===== src/rtl/sound_event_sequencer_pkg.sv =====
// Shared event codes and helpers for the game-to-audio event path.
// Event ordering must stay identical to the tone block's decoder.
package sound_event_sequencer_pkg;

    localparam int EVT_W = 2;
    localparam int N_EVT = 4;

    typedef enum logic [EVT_W-1:0] {
        EVT_PADDLE = 2'd0,
        EVT_WALL   = 2'd1,
        EVT_SCORE1 = 2'd2,
        EVT_SCORE2 = 2'd3
    } evt_e;

    typedef enum logic [1:0] {
        ST_IDLE = 2'd0,
        ST_FIRE = 2'd1,
        ST_GAP  = 2'd2
    } state_e;

    // Scores first so a point is never delayed behind bounce noise
    function automatic evt_e prio_pick(input logic [N_EVT-1:0] p);
        if (p[EVT_SCORE1])      return EVT_SCORE1;
        else if (p[EVT_SCORE2]) return EVT_SCORE2;
        else if (p[EVT_PADDLE]) return EVT_PADDLE;
        else                    return EVT_WALL;
    endfunction

    function automatic logic [N_EVT-1:0] evt_onehot(input evt_e c);
        logic [N_EVT-1:0] r;
        r    = '0;
        r[c] = 1'b1;
        return r;
    endfunction

endpackage


===== src/rtl/sound_event_sequencer_if.sv =====
// Game-side levels in, tone-block pulses and status out.
interface sound_event_sequencer_if;
    logic       enable;
    logic       paddle_contact;
    logic       wall_contact;
    logic       score1_in;
    logic       score2_in;
    logic       paddle_hit;
    logic       wall_hit;
    logic       score1;
    logic       score2;
    logic       busy;
    logic [7:0] merge_count;

    modport master (
        output enable, paddle_contact, wall_contact, score1_in, score2_in,
        input  paddle_hit, wall_hit, score1, score2, busy, merge_count
    );

    modport slave (
        input  enable, paddle_contact, wall_contact, score1_in, score2_in,
        output paddle_hit, wall_hit, score1, score2, busy, merge_count
    );
endinterface


===== src/rtl/sound_event_sequencer_evt_fifo.sv =====
// Small first-word-fall-through FIFO for queued event codes.
// flush empties it synchronously and overrides push/pop.
module sound_evt_fifo #(
    parameter int WIDTH = 2,
    parameter int DEPTH = 4
) (
    input  logic             clk,
    input  logic             flush,
    input  logic             push,
    input  logic             pop,
    input  logic [WIDTH-1:0] din,
    output logic [WIDTH-1:0] dout,
    output logic             full,
    output logic             empty
);
    localparam int AW = $clog2(DEPTH);

    logic [WIDTH-1:0] mem [DEPTH];
    logic [AW:0]      wr_ptr, rd_ptr;
    logic             do_push, do_pop;

    assign do_push = push & ~full;
    assign do_pop  = pop & ~empty;

    always_ff @(posedge clk) begin
        if (flush) begin
            wr_ptr <= '0;
            rd_ptr <= '0;
        end else begin
            if (do_push) wr_ptr <= wr_ptr + 1'b1;
            if (do_pop)  rd_ptr <= rd_ptr + 1'b1;
        end
    end

    always_ff @(posedge clk) begin
        if (do_push) mem[wr_ptr[AW-1:0]] <= din;
    end

    // Extra pointer bit distinguishes full from empty
    assign empty = (wr_ptr == rd_ptr);
    assign full  = (wr_ptr[AW] != rd_ptr[AW]) && (wr_ptr[AW-1:0] == rd_ptr[AW-1:0]);
    assign dout  = mem[rd_ptr[AW-1:0]];
endmodule


===== src/rtl/sound_event_sequencer.sv =====
// Turns game contact/score levels into spaced, one-hot tone pulses.
// Edges collect in a sticky pending set, drain by priority into a FIFO, then fire one per gap.
module sound_event_sequencer
    import sound_event_sequencer_pkg::*;
#(
    parameter int GAP_CYCLES = 250000,
    parameter int DEPTH      = 4
) (
    input  logic                    clk,
    input  logic                    rst,
    sound_event_sequencer_if.slave  bus
);
    localparam int CNT_W = (GAP_CYCLES > 0) ? $clog2(GAP_CYCLES + 1) : 1;
    localparam logic [CNT_W-1:0] GAP_LOAD = (GAP_CYCLES > 0) ? CNT_W'(GAP_CYCLES - 1) : '0;

    logic [N_EVT-1:0] raw_in, prev_in, evt_edge;
    logic [N_EVT-1:0] pending, pending_d, clr, merge_v;
    logic [N_EVT-1:0] pulse_q, pulse_d;
    logic [7:0]       merge_q, merge_d;
    logic [8:0]       merge_sum;
    logic [2:0]       merge_n;
    logic             push, pop, gap_load;
    evt_e             push_code;
    logic [EVT_W-1:0] fifo_dout;
    logic             fifo_full, fifo_empty;
    state_e           state_q, state_d;
    logic [CNT_W-1:0] gap_cnt;

    assign raw_in   = {bus.score2_in, bus.score1_in, bus.wall_contact, bus.paddle_contact};
    assign evt_edge = raw_in & ~prev_in & {N_EVT{bus.enable}};

    always_comb begin
        push      = (|pending) & ~fifo_full & bus.enable;
        push_code = prio_pick(pending);
        clr       = push ? evt_onehot(push_code) : '0;
        // A bit being drained this cycle is re-set, not merged
        merge_v   = evt_edge & pending & ~clr;
        pending_d = (pending & ~clr) | evt_edge;
        merge_n   = 3'($countones(merge_v));
        merge_sum = {1'b0, merge_q} + {6'd0, merge_n};
        merge_d   = merge_sum[8] ? 8'hFF : merge_sum[7:0];
    end

    always_ff @(posedge clk) begin
        prev_in <= raw_in;
        if (rst) begin
            pending <= '0;
            merge_q <= '0;
        end else begin
            pending <= bus.enable ? pending_d : '0;
            merge_q <= merge_d;
        end
    end

    sound_evt_fifo #(.WIDTH(EVT_W), .DEPTH(DEPTH)) u_fifo (
        .clk   (clk),
        .flush (rst | ~bus.enable),
        .push  (push),
        .pop   (pop),
        .din   (push_code),
        .dout  (fifo_dout),
        .full  (fifo_full),
        .empty (fifo_empty)
    );

    always_ff @(posedge clk) begin
        if (rst) state_q <= ST_IDLE;
        else     state_q <= state_d;
    end

    always_comb begin
        state_d = state_q;
        case (state_q)
            ST_IDLE: if (!fifo_empty) state_d = ST_FIRE;
            ST_FIRE: state_d = (GAP_CYCLES == 0) ? ST_IDLE : ST_GAP;
            ST_GAP:  if (gap_cnt == '0) state_d = ST_IDLE;
            default: state_d = ST_IDLE;
        endcase
        if (!bus.enable) state_d = ST_IDLE;
    end

    // Pulse register is loaded on the IDLE->FIRE edge so it is high exactly during FIRE
    always_comb begin
        pop      = (state_q == ST_FIRE);
        gap_load = (state_q == ST_FIRE);
        pulse_d  = '0;
        if (state_q == ST_IDLE && !fifo_empty && bus.enable)
            pulse_d = evt_onehot(evt_e'(fifo_dout));
    end

    always_ff @(posedge clk) begin
        if (rst) begin
            pulse_q <= '0;
            gap_cnt <= '0;
        end else begin
            pulse_q <= pulse_d;
            if (gap_load)
                gap_cnt <= GAP_LOAD;
            else if (state_q == ST_GAP && gap_cnt != '0)
                gap_cnt <= gap_cnt - 1'b1;
        end
    end

    assign bus.paddle_hit  = pulse_q[EVT_PADDLE];
    assign bus.wall_hit    = pulse_q[EVT_WALL];
    assign bus.score1      = pulse_q[EVT_SCORE1];
    assign bus.score2      = pulse_q[EVT_SCORE2];
    assign bus.merge_count = merge_q;
    assign bus.busy        = (state_q != ST_IDLE) | ~fifo_empty | (|pending);
endmodule


===== src/flat_wrapper.sv =====
// flat-port wrapper written by rule: the top's interface ports become plain ports
module sound_event_sequencer_flat import sound_event_sequencer_pkg::*;
#(
    parameter int GAP_CYCLES = 250000,
    parameter int DEPTH      = 4
)
  (clk, rst, bus_enable, bus_paddle_contact, bus_wall_contact, bus_score1_in, bus_score2_in, bus_paddle_hit, bus_wall_hit, bus_score1, bus_score2, bus_busy, bus_merge_count);
  sound_event_sequencer_if bus_i ();
  input  logic clk;
  input  logic rst;
  input wire logic [$bits(bus_i.enable)-1:0] bus_enable;
  input wire logic [$bits(bus_i.paddle_contact)-1:0] bus_paddle_contact;
  input wire logic [$bits(bus_i.wall_contact)-1:0] bus_wall_contact;
  input wire logic [$bits(bus_i.score1_in)-1:0] bus_score1_in;
  input wire logic [$bits(bus_i.score2_in)-1:0] bus_score2_in;
  output wire logic [$bits(bus_i.paddle_hit)-1:0] bus_paddle_hit;
  output wire logic [$bits(bus_i.wall_hit)-1:0] bus_wall_hit;
  output wire logic [$bits(bus_i.score1)-1:0] bus_score1;
  output wire logic [$bits(bus_i.score2)-1:0] bus_score2;
  output wire logic [$bits(bus_i.busy)-1:0] bus_busy;
  output wire logic [$bits(bus_i.merge_count)-1:0] bus_merge_count;
  assign bus_i.enable = bus_enable;
  assign bus_i.paddle_contact = bus_paddle_contact;
  assign bus_i.wall_contact = bus_wall_contact;
  assign bus_i.score1_in = bus_score1_in;
  assign bus_i.score2_in = bus_score2_in;
  assign bus_paddle_hit = bus_i.paddle_hit;
  assign bus_wall_hit = bus_i.wall_hit;
  assign bus_score1 = bus_i.score1;
  assign bus_score2 = bus_i.score2;
  assign bus_busy = bus_i.busy;
  assign bus_merge_count = bus_i.merge_count;
  sound_event_sequencer #(.GAP_CYCLES(GAP_CYCLES), .DEPTH(DEPTH)) u_core (.clk(clk), .rst(rst), .bus(bus_i));
endmodule

===== config.mk =====
export PLATFORM = sky130hd
export DESIGN_NAME = sound_event_sequencer_flat
export DESIGN_NICKNAME = d
export VERILOG_FILES = /design/src/rtl/sound_event_sequencer_pkg.sv /design/src/rtl/sound_event_sequencer_if.sv /design/src/rtl/sound_event_sequencer_evt_fifo.sv /design/src/rtl/sound_event_sequencer.sv /design/src/flat_wrapper.sv
export SDC_FILE = /design/constraint.sdc
export NUM_CORES = 1
export LEC_CHECK = 0
export BUFFER_PORTS_ARGS = -buffer_cell sky130_fd_sc_hd__buf_2
export CAP_MARGIN = 0
export CORE_MARGIN = 2
export CORE_UTILIZATION = 53
export DETAILED_ROUTE_END_ITERATION = 16
export GPL_ROUTABILITY_DRIVEN = 0
export PLACE_DENSITY = 0.72
export SLEW_MARGIN = 10
export SYNTH_ARGS = -nofsm -noshare
export SYNTH_HDL_FRONTEND = slang
export SYNTH_HIERARCHICAL = 1
export SYNTH_SLANG_ARGS = --single-unit

===== constraint.sdc =====
create_clock -name clk -period 3 [get_ports clk]
set_input_delay 0.15 -clock clk [delete_from_list [all_inputs] [get_ports clk]]
set_output_delay 0.15 -clock clk [all_outputs]
set_load 0.05 [all_outputs]

==> flow_summary_export.csv, run 1 <==
group,metric,value,unit
finish,final_cell_mix,"dfxtp_1, nor2_1, buf_2, buf_4, nand2_1",
global_routing,grt_overflow,0,
logic_synthesis,netlist_instances,279,
global_routing,grt_pass1_wl,9149,um
global_routing,antenna_found_initial,0,
clocking,clkTransAtPathRegs,0.10,ns
sta,finalSetupViolations,1,
logic_synthesis,synth_edf_count,8,
finish,nNetsFinal,340,
sta,slew_headroom,51.41,%
die,dieArea,5609,um^2
status,failed_checks,"setup timing",
global_routing,grt_max_degree,23,
logic_synthesis,synth_flop_cell,"dfxtp_1",
finish,design_area,3149,um^2
finish,register_area,1206,um^2
finish,drive_gt1_share,21.91,%
setup_path,crit_fanout,5,
setup_path,crit_slowest_cell,"fa_1",
clocking,cts_buffers,5,
placement,dp_worst_setup_slack,-0.06271,ns
logic_synthesis,ys_ff_latch,56,
routing,wl,5352,um
power_and_ir_drop,power_density,397.9,nW/um^2
setup_path,path_cells,"xor2_2 > nor3_2 > nand2b_4 > o21a_1 > nand4_1 > fa_1 > fa_2 > inv_2 > fa_2 > nand2_2 > nor2_4 > buf_4 > nor4bb_1 > nor3_1",
sta,grt_setup_unrepaired,"true",
job,drv_cap,0,
die,fp.coreArea,4786,um^2
sta,finalCriticalPeriod,3.006,ns
sta,clock.fmax,332.6,MHz
finish,filler_cell_count,417,
routing,drt-initial-drc-count,103,
min_path,hold_path_class,"input port to register",
logic_synthesis,synthDistinctLibCells,48,
logic_synthesis,yosysWarnings,6,
placement,hpwl,3826,um
routing,wl_per_cell,13.69,um
finish,final_common_cell,"dfxtp_1",
clocking,cts_sinks,56,
placement,placed_area,2937,um^2
setup_path,cp.arrival,3.19,ns
power_and_ir_drop,ir_drop,0.3330,mV
finish,multi_input_area,1430,um^2
finish,n_antenna_cell,0,
routing,dr.pass1.iters,4,
status,status,"finished, violations left",
setup_path,r2r_slack,-0.006,ns
routing,vias,2143,
clocking,cts-root-buf,"clkbuf_8",
global_routing,grt_pass1_vias,2034,
logic_synthesis,synth_area,2664,um^2
routing,detail-route-antenna-nets,0,
clocking,htree_levels,2,
setup_path,max_stage_delay,0.54,ns
clocking,insertion_delay,0.31,ns
clocking,cts_tree,"built",
routing,routed_via_density,5.481,
setup_path,startpoint_type,"register",
sta,setup_tns,-0.006304,ns
global_routing,grt_usage,21.12,%
finish,synthToLayoutAreaGrowth,18.22,%
setup_path,cp.required,3.18,ns
setup_path,critical_path_class,"register to register",
die,io_pins,20,
setup_path,end_kind,"register",
sta,finalHoldViolCount,0,
sta,worst_pin_slew,0.7222,ns
die,num_rows,25,
setup_path,crit_top_cell,"fa_2",
logic_synthesis,async_flop_share,0,%
routing,remaining_drc_errors,0,
sta,hold_ws,0.2305,ns
clocking,clockBufferDepth,2,
sta,setup_ws,-0.006304,ns
logic_synthesis,syn_area_per_cell,9.548,um^2
die,die_h,74.90,um
die,die_w,74.90,um
sta,min_period_over_period,100.2,%
die,initial_core_util,55.66,%
placement,io_buffers,19,
power_and_ir_drop,leakage,1.196,nW
logic_synthesis,seq_area_frac_synth,45.09,%
logic_synthesis,synth_fp_nets,296,
sta,maxSlewViolCount,0,
sta,fin_skew,0.008055,ns
metrics by stage:
stage                     total power [mW]  std cells  utilization, %
after floorplan                     0.8296        279               -
after global placement              0.8472        372           61.36
after detailed placement            0.8485        372           61.36
after CTS                            1.260        387           64.68
after global routing                 1.310        391           65.80
final                                1.253        391           65.80
power breakdown:
group / total (mW) / internal, mW / switching, mW
clock network: 0.415 / 0.168 / 0.247
registers: 0.771 / 0.767 / 0.00406
logic: 0.0672 / 0.0244 / 0.0429
cell type report:
class,count,area share (%)
Timing Repair Buffer,42,8.820
Multi-Input combinational cell,202,45.41
Sequential cell,56,38.30
Clock buffer,5,2.185
Clock inverter,3,0.7151
Inverter,16,1.907
Tap cell,67,2.662
logic make-up (layout without fill, tap and decap cells):
kind of cell | after synthesis | in the layout | synth area share [%]
and+or+nand+nor | 116 | 116 | 24.89
AOI/OAI and AO/OA | 56 | 56 | 13.29
DFF | 56 | 56 | 45.09
buffers and inverters | 21 | 66 | 3.241
xor gates and xnor gates | 17 | 17 | 5.871
adders and majority gates | 10 | 10 | 5.542
muxes | 3 | 3 | 2.067
metal layers:
layer	GRT usage [%]	vias up	share of wire, %
met4	5.952	0	0.82
met1	28.43	1000	48
met5	0	-	0
li1	-	1109	-
met3	3.614	4	2.8
met2	35.19	30	48
worst paths after layout:
check                                from                        end  cells after the start
setup / recovery  u_core/u_fifo/rd_ptr[0]  u_core/bus.merge_count[7]                     14
setup reg to reg  u_core/u_fifo/rd_ptr[0]  u_core/bus.merge_count[7]                     14
hold / removal                 bus_enable          u_core/pending[0]                      3
hold reg to reg        u_core/gap_cnt[11]         u_core/gap_cnt[11]                      2
state kept, by name (all words and copies together) (netlist names), 3 cells and up, named ones only:
register,count
u_core/pulse_q,4
u_core/bus.merge_count,8
u_core/u_fifo/mem,8
u_core/pending,4
u_core/gap_cnt,18
u_core/prev_in,4
u_core/u_fifo/rd_ptr,3
u_core/u_fifo/wr_ptr,3
repair_timing:
item                                   4_1_cts  5_1_grt
resized for setup                            1        8
buffers inserted                             3        4
setup endpoints to repair                    6        8
endpoints found under the hold margin        4        0
pin swaps                                    2        2
hold buffers                                 4        0
Yosys cell counts (6+ instances only):
library cell,instances,share of area [%]
a21oi_1,17,3.2
a31oi_1,11,2.6
dfxtp_1,48,36
edfxtp_1,8,9.0
ha_1,7,3.3
inv_1,16,2.3
nand2_1,18,2.5
nand3_1,10,1.9
nand4_1,11,2.6
nor2_1,23,3.2
nor2b_1,6,1.4
nor3_1,10,1.9
nor3b_1,6,1.7
o21ai_0,7,1.3
xor2_1,11,3.6
critical path: cells and delay by family, from the launching register on:
family | cells | cell delay [ns]
adder cells (fa/ha/maj) | 3 | 1.12
AND/OR/NAND/NOR | 7 | 0.95
flip-flops | 1 | 0.35
XOR/XNOR | 1 | 0.18
buffers and inverters | 2 | 0.17
AO/OA/AOI/OAI | 1 | 0.13
(Power assumes the default switching activity.)
==> inputs of run 2 (changes only) <==
--- a/config.mk
+++ b/config.mk
@@ -12,6 +12,7 @@
 export DETAILED_ROUTE_END_ITERATION = 16
 export GPL_ROUTABILITY_DRIVEN = 0
 export PLACE_DENSITY = 0.72
+export SKIP_CTS_REPAIR_TIMING = 1
 export SLEW_MARGIN = 10
 export SYNTH_ARGS = -nofsm -noshare
 export SYNTH_HDL_FRONTEND = slang
==> flow_summary_export.csv, run 2 (synthesis gave the netlist of run 1 again) <==
group,metric,value,unit
clocking,clkTransAtPathRegs,0.10,ns
sta,slew_headroom,50.41,%
die,initial_core_util,55.66,%
power_and_ir_drop,seq_power_share,61.4,%
sta,setup_tns,0,ns
status,status,"finished clean",
clocking,cts-root-buf,"clkbuf_8",
global_routing,grt_max_degree,23,
finish,drive_gt1_share,20.87,%
routing,dr.pass1.iters,4,
finish,synthToLayoutAreaGrowth,17.38,%
routing,vias,2160,
setup_path,critical_path_class,"register to register",
finish,n_antenna_cell,0,
routing,drt-initial-drc-count,129,
power_and_ir_drop,internal-power,0.9589,mW
sta,maxSlewViolCount,0,
job,drv_cap,0,
global_routing,grt_usage,20.76,%
placement,dp_worst_setup_slack,-0.06271,ns
power_and_ir_drop,pwr-share-comb,5.4,%
routing,wl,5401,um
power_and_ir_drop,leakage,1.182,nW
routing,routed_via_density,5.567,
setup_path,cp.required,3.24,ns
setup_path,cp.arrival,3.21,ns
die,io_pins,20,
finish,largest_reg_flops,18,
power_and_ir_drop,ir_drop,0.3334,mV
setup_path,startpoint_type,"register",
finish,design_area,3127,um^2
finish,final_cell_mix,"dfxtp_1, nor2_1, buf_2",
clocking,clockBufferDepth,2,
die,die_h,74.90,um
clocking,cts_sinks,56,
sta,setup_ws,0.02874,ns
sta,grt_setup_unrepaired,"true",
sta,fin_skew,0.008348,ns
placement,hpwl,3826,um
routing,wl_per_cell,13.92,um
setup_path,end_kind,"register",
sta,clock.fmax,336.6,MHz
finish,postLayoutCoreUtil,65.33,%
die,dieArea,5609,um^2
global_routing,grt_pass1_vias,1983,
placement,io_buffers,19,
sta,hold_ws,0.2312,ns
die,die_w,74.90,um
sta,min_period_over_period,99.04,%
finish,nNetsFinal,337,
setup_path,crit_fanout,6,
die,fp.coreArea,4786,um^2
die,num_rows,25,
finish,fin_cells,388,
sta,finalHoldViolCount,0,
power_and_ir_drop,pwr-share-clk,33.2,%
global_routing,grt_overflow,0,
finish,regMostFlops,"u_core/gap_cnt",
placement,dp.cells,372,
sta,finalSetupViolations,0,
sta,worst_pin_slew,0.7371,ns
clocking,insertion_delay,0.31,ns
min_path,hold_path_class,"input port to register",
finish,final_common_cell,"dfxtp_1",
routing,remaining_drc_errors,0,
global_routing,antenna_found_initial,0,
finish,register_area,1206,um^2
global_routing,grt_pass1_wl,8997,um
clocking,cts_tree,"built",
power_and_ir_drop,switchingPower,0.2959,mW
sta,finalCriticalPeriod,2.971,ns
placement,placed_area,2937,um^2
finish,multi_input_area,1426,um^2
power_and_ir_drop,power_density,401.3,nW/um^2
clocking,cts_buffers,5,
routing,detail-route-antenna-nets,0,
power_and_ir_drop,power.total,1.255,mW
clocking,htree_levels,2,
power_and_ir_drop,swShare,23.58,%
finish,filler_cell_count,416,
run 2: cell count changes in the layout (fill, tap and decap cells not counted), sizes merged:
cell / previous run / this run
buf: 38 / 35
run 2: path summary, 6_finish.rpt:
path / start / to / slack [ns] / cells past startpoint
setup / recovery: u_core/u_fifo/rd_ptr[0] / u_core/bus.merge_count[4] / 0.03 / 14
hold / removal: bus_enable / u_core/pending[0] / 0.23 / 3
setup reg to reg: u_core/u_fifo/rd_ptr[0] / u_core/bus.merge_count[4] / 0.03 / 14
hold reg to reg: u_core/gap_cnt[9] / u_core/gap_cnt[9] / 0.52 / 2
run 2: layout make-up:
class                           count  share of cell area [%]
Clock buffer                        5                   2.201
Clock inverter                      3                  0.7203
Inverter                           16                   1.921
Multi-Input combinational cell    202                   45.62
Sequential cell                    56                   38.58
Tap cell                           67                   2.681
Timing Repair Buffer               39                   8.283
run 2: critical path, cell delays in order (launching register included):
cell and delay [ns]:
dfxtp_2 0.35, xor2_2 0.18, nor3_2 0.18, nand2b_4 0.16, o21a_1 0.13, nand4_1 0.13, fa_1 0.48, fa_2 0.37
inv_2 0.07, fa_2 0.23, nand2_2 0.08, nor2_4 0.13, nand4_1 0.13, buf_6 0.16, a21oi_2 0.13
run 2: power groups by stage:
stage          Combinational, mW  Sequential [mW]  Clock (mW)
2_1_floorplan             0.0412            0.788           0
3_3_place_gp              0.0594            0.788           0
3_5_place_dp              0.0605            0.788           0
4_1_cts                   0.0606            0.771       0.425
5_1_grt                   0.0746            0.772       0.463
6_report                  0.0674            0.771       0.417
run 2: layer usage:
layer	wire (um)	track usage (%)	up-vias
met4	44	5.952	0
met2	2559	34.21	33
met1	2652	28.17	1018
li1	-	-	1105
met5	0	0	-
met3	144	3.614	4
==> inputs of run 3 (changes only) <==
--- a/config.mk
+++ b/config.mk
@@ -5,13 +5,14 @@
 export SDC_FILE = /design/constraint.sdc
 export NUM_CORES = 1
 export LEC_CHECK = 0
+export ABC_AREA = 1
 export BUFFER_PORTS_ARGS = -buffer_cell sky130_fd_sc_hd__buf_2
 export CAP_MARGIN = 0
 export CORE_MARGIN = 2
-export CORE_UTILIZATION = 53
+export CORE_UTILIZATION = 54
 export DETAILED_ROUTE_END_ITERATION = 16
 export GPL_ROUTABILITY_DRIVEN = 0
-export PLACE_DENSITY = 0.72
+export PLACE_DENSITY = 0.73
 export SKIP_CTS_REPAIR_TIMING = 1
 export SLEW_MARGIN = 10
 export SYNTH_ARGS = -nofsm -noshare
==> flow_summary_export.csv, run 3 <==
group,metric,value,unit
status,status,"finished clean",
setup_path,startpoint_type,"register",
logic_synthesis,async_flop_share,0,%
finish,n_antenna_cell,0,
sta,setup_tns,0,ns
setup_path,reg2reg_from,"u_core/u_fifo/wr_ptr[2]",
logic_synthesis,synth_flop_cell,"dfxtp_1",
logic_synthesis,netlist_instances,379,
routing,dr.pass1.iters,5,
sta,fin_skew,0.01428,ns
min_path,holdPathStages,2,
logic_synthesis,netlist_top_cells_count,"nand2_1, nor2_1, inv_1, dfxtp_1",
logic_synthesis,ys_top_cells_by_area,"dfxtp_1, nand2_1, edfxtp_1",
setup_path,cp.required,3.27,ns
global_routing,grt_pass1_vias,2279,
sta,slew_headroom,66.27,%
sta,hold_ws,0.1837,ns
finish,final_common_cell,"nand2_1",
routing,drt-initial-drc-count,103,
die,initial_core_util,56.60,%
global_routing,grt_overflow,0,
sta,worst_pin_slew,0.5041,ns
clocking,clockBufferDepth,2,
clocking,cts-root-buf,"clkbuf_8",
min_path,min_from,"rst",
setup_path,r2r_slack,0.07,ns
routing,wl_per_cell,11.79,um
finish,nNetsFinal,441,
logic_synthesis,synth.most_common_cell,"nand2_1",
finish,final_cell_mix,"nand2_1, nor2_1, inv_1",
sta,min_period_over_period,97.59,%
sta,grt_setup_unrepaired,"true",
logic_synthesis,seq_area_frac_synth,41.29,%
clocking,htree_levels,2,
global_routing,use_met1,24.40,%
setup_path,crit_fanout,5,
global_routing,grt_usage,20.32,%
routing,remaining_drc_errors,0,
sta,clock.fmax,341.6,MHz
logic_synthesis,yosys.area.top_type,"dfxtp_1",
logic_synthesis,synth_top_cell_area_share,33.03,%
global_routing,use_met2,36.70,%
clocking,cts_buffers,5,
routing,detail-route-antenna-nets,0,
die,die_w,77.40,um
power_and_ir_drop,leakage,1.544,nW
logic_synthesis,synth_fp_nets,396,
finish,largest_reg_flops,18,
setup_path,r2r_cells,22,
job,drv_cap,0,
power_and_ir_drop,ir_drop,0.2717,mV
die,die_h,77.40,um
die,io_pins,20,
power_and_ir_drop,power.total,1.364,mW
finish,regMostFlops,"u_core/gap_cnt",
min_path,min_to,"u_core/gap_cnt[14]",
power_and_ir_drop,power_density,400.9,nW/um^2
logic_synthesis,synth_edf_count,8,
logic_synthesis,ys_ff_latch,56,
clocking,clkTransAtPathRegs,0.10,ns
setup_path,end_kind,"register",
finish,synthToLayoutAreaGrowth,16.95,%
routing,wl,5837,um
die,num_rows,26,
logic_synthesis,yosysWarnings,6,
setup_path,critical_path_class,"register to register",
logic_synthesis,syn_area_per_cell,7.676,um^2
setup_path,cp.arrival,3.20,ns
clocking,cts_sinks,56,
routing,routed_via_density,4.943,
sta,finalCriticalPeriod,2.928,ns
placement,io_buffers,19,
logic_synthesis,synthDistinctLibCells,32,
sta,maxSlewViolCount,0,
min_path,hold_path_class,"input port to register",
clocking,insertion_delay,0.32,ns
clocking,cts_tree,"built",
finish,drive_gt1_share,26.12,%
sta,finalSetupViolations,0,
global_routing,grt_busiest_layer,"met2",
logic_synthesis,synth_area,2909,um^2
placement,hpwl,4169,um
global_routing,grt_max_degree,20,
global_routing,antenna_found_initial,0,
global_routing,use_met3,3.721,%
die,dieArea,5990,um^2
setup_path,regToRegEndpoint,"u_core/bus.merge_count[5]",
die,fp.coreArea,5140,um^2
routing,vias,2447,
global_routing,grt_pass1_wl,9853,um
sta,finalHoldViolCount,0,
run 3: cell count changes in the layout (fill, tap and decap cells not counted), moves of 7 or more:
cell / previous run / this run
a31oi_1: 11 / 1
nor2_1: 22 / 60
inv_2: 1 / 8
a21oi_1: 15 / 23
nand3_1: 10 / 22
nand4_1: 11 / 4
nand2_2: 1 / 12
nor2_2: 0 / 10
nand2_1: 17 / 61
inv_1: 15 / 47
run 3: layer usage:
layer,vias to the layer above,share of wire [%]
met1,1115,45
met3,11,2.5
met2,27,51
li1,1294,-
met5,-,0
met4,0,2.0
run 3: worst max path at each step:
stage,from,endpoint,slack [ns]
2_1_floorplan,u_core/u_fifo/wr_ptr[0],u_core/bus.merge_count[5],-0.02
3_3_place_gp,u_core/u_fifo/wr_ptr[0],u_core/bus.merge_count[5],0.06
6_report,u_core/u_fifo/wr_ptr[2],u_core/bus.merge_count[5],0.07
4_1_cts,u_core/u_fifo/wr_ptr[0],u_core/bus.merge_count[5],-0.03
3_5_place_dp,u_core/u_fifo/wr_ptr[0],u_core/bus.merge_count[5],-0.02
5_1_grt,u_core/u_fifo/wr_ptr[2],u_core/bus.merge_count[5],-0.17
run 3: where the power goes:
group,switching (mW),internal [mW]
registers,0.00798,0.766
logic,0.0980,0.0570
clock network,0.264,0.171
total,0.370,0.994
run 3: worst max-delay path, stage by stage, from the launching register on:
cell and delay, ns:
dfxtp_4 0.37, inv_2 0.07, nand2_2 0.06, nand2_2 0.09, nand3_4 0.08, inv_2 0.05
nor2_2 0.03, o21ai_2 0.06, nor2_1 0.07, nand2_1 0.11, nand3_2 0.10, fa_1 0.50
fa_2 0.35, inv_2 0.07, fa_2 0.22, nand4_1 0.12, nor2_2 0.14, nand3_2 0.12
inv_2 0.08, a21oi_1 0.04, o21ai_1 0.07, nand2_1 0.06, inv_1 0.05
run 3: per-stage QoR:
step	cell area, um^2	cells	setup WS [ns]	utilization, %
after floorplan	2928	379	-0.02249	-
after global placement	3147	474	0.05859	61.22
after detailed placement	3147	474	-0.01932	61.22
after CTS	3241	482	-0.03141	63.05
after global routing	3402	495	-0.1668	66.19
final	3402	495	0.07227	66.19
run 3: cell type report:
class | instances | area, um^2
Clock inverter | 3 | 25.02
Tap cell | 70 | 87.58
Fill cell | 471 | 1738
Timing Repair Buffer | 40 | 266.5
Sequential cell | 56 | 1224
Multi-Input combinational cell | 264 | 1513
Inverter | 57 | 217.7
Clock buffer | 5 | 68.82
run 3: logic make-up after synthesis:
logic type,after synthesis,synth area share [%]
buf+inv,59,8.215
xor+xnor,11,3.312
flops,56,41.29
compound gates,51,10.32
fa+ha+maj,10,5.075
simple gates,192,31.79
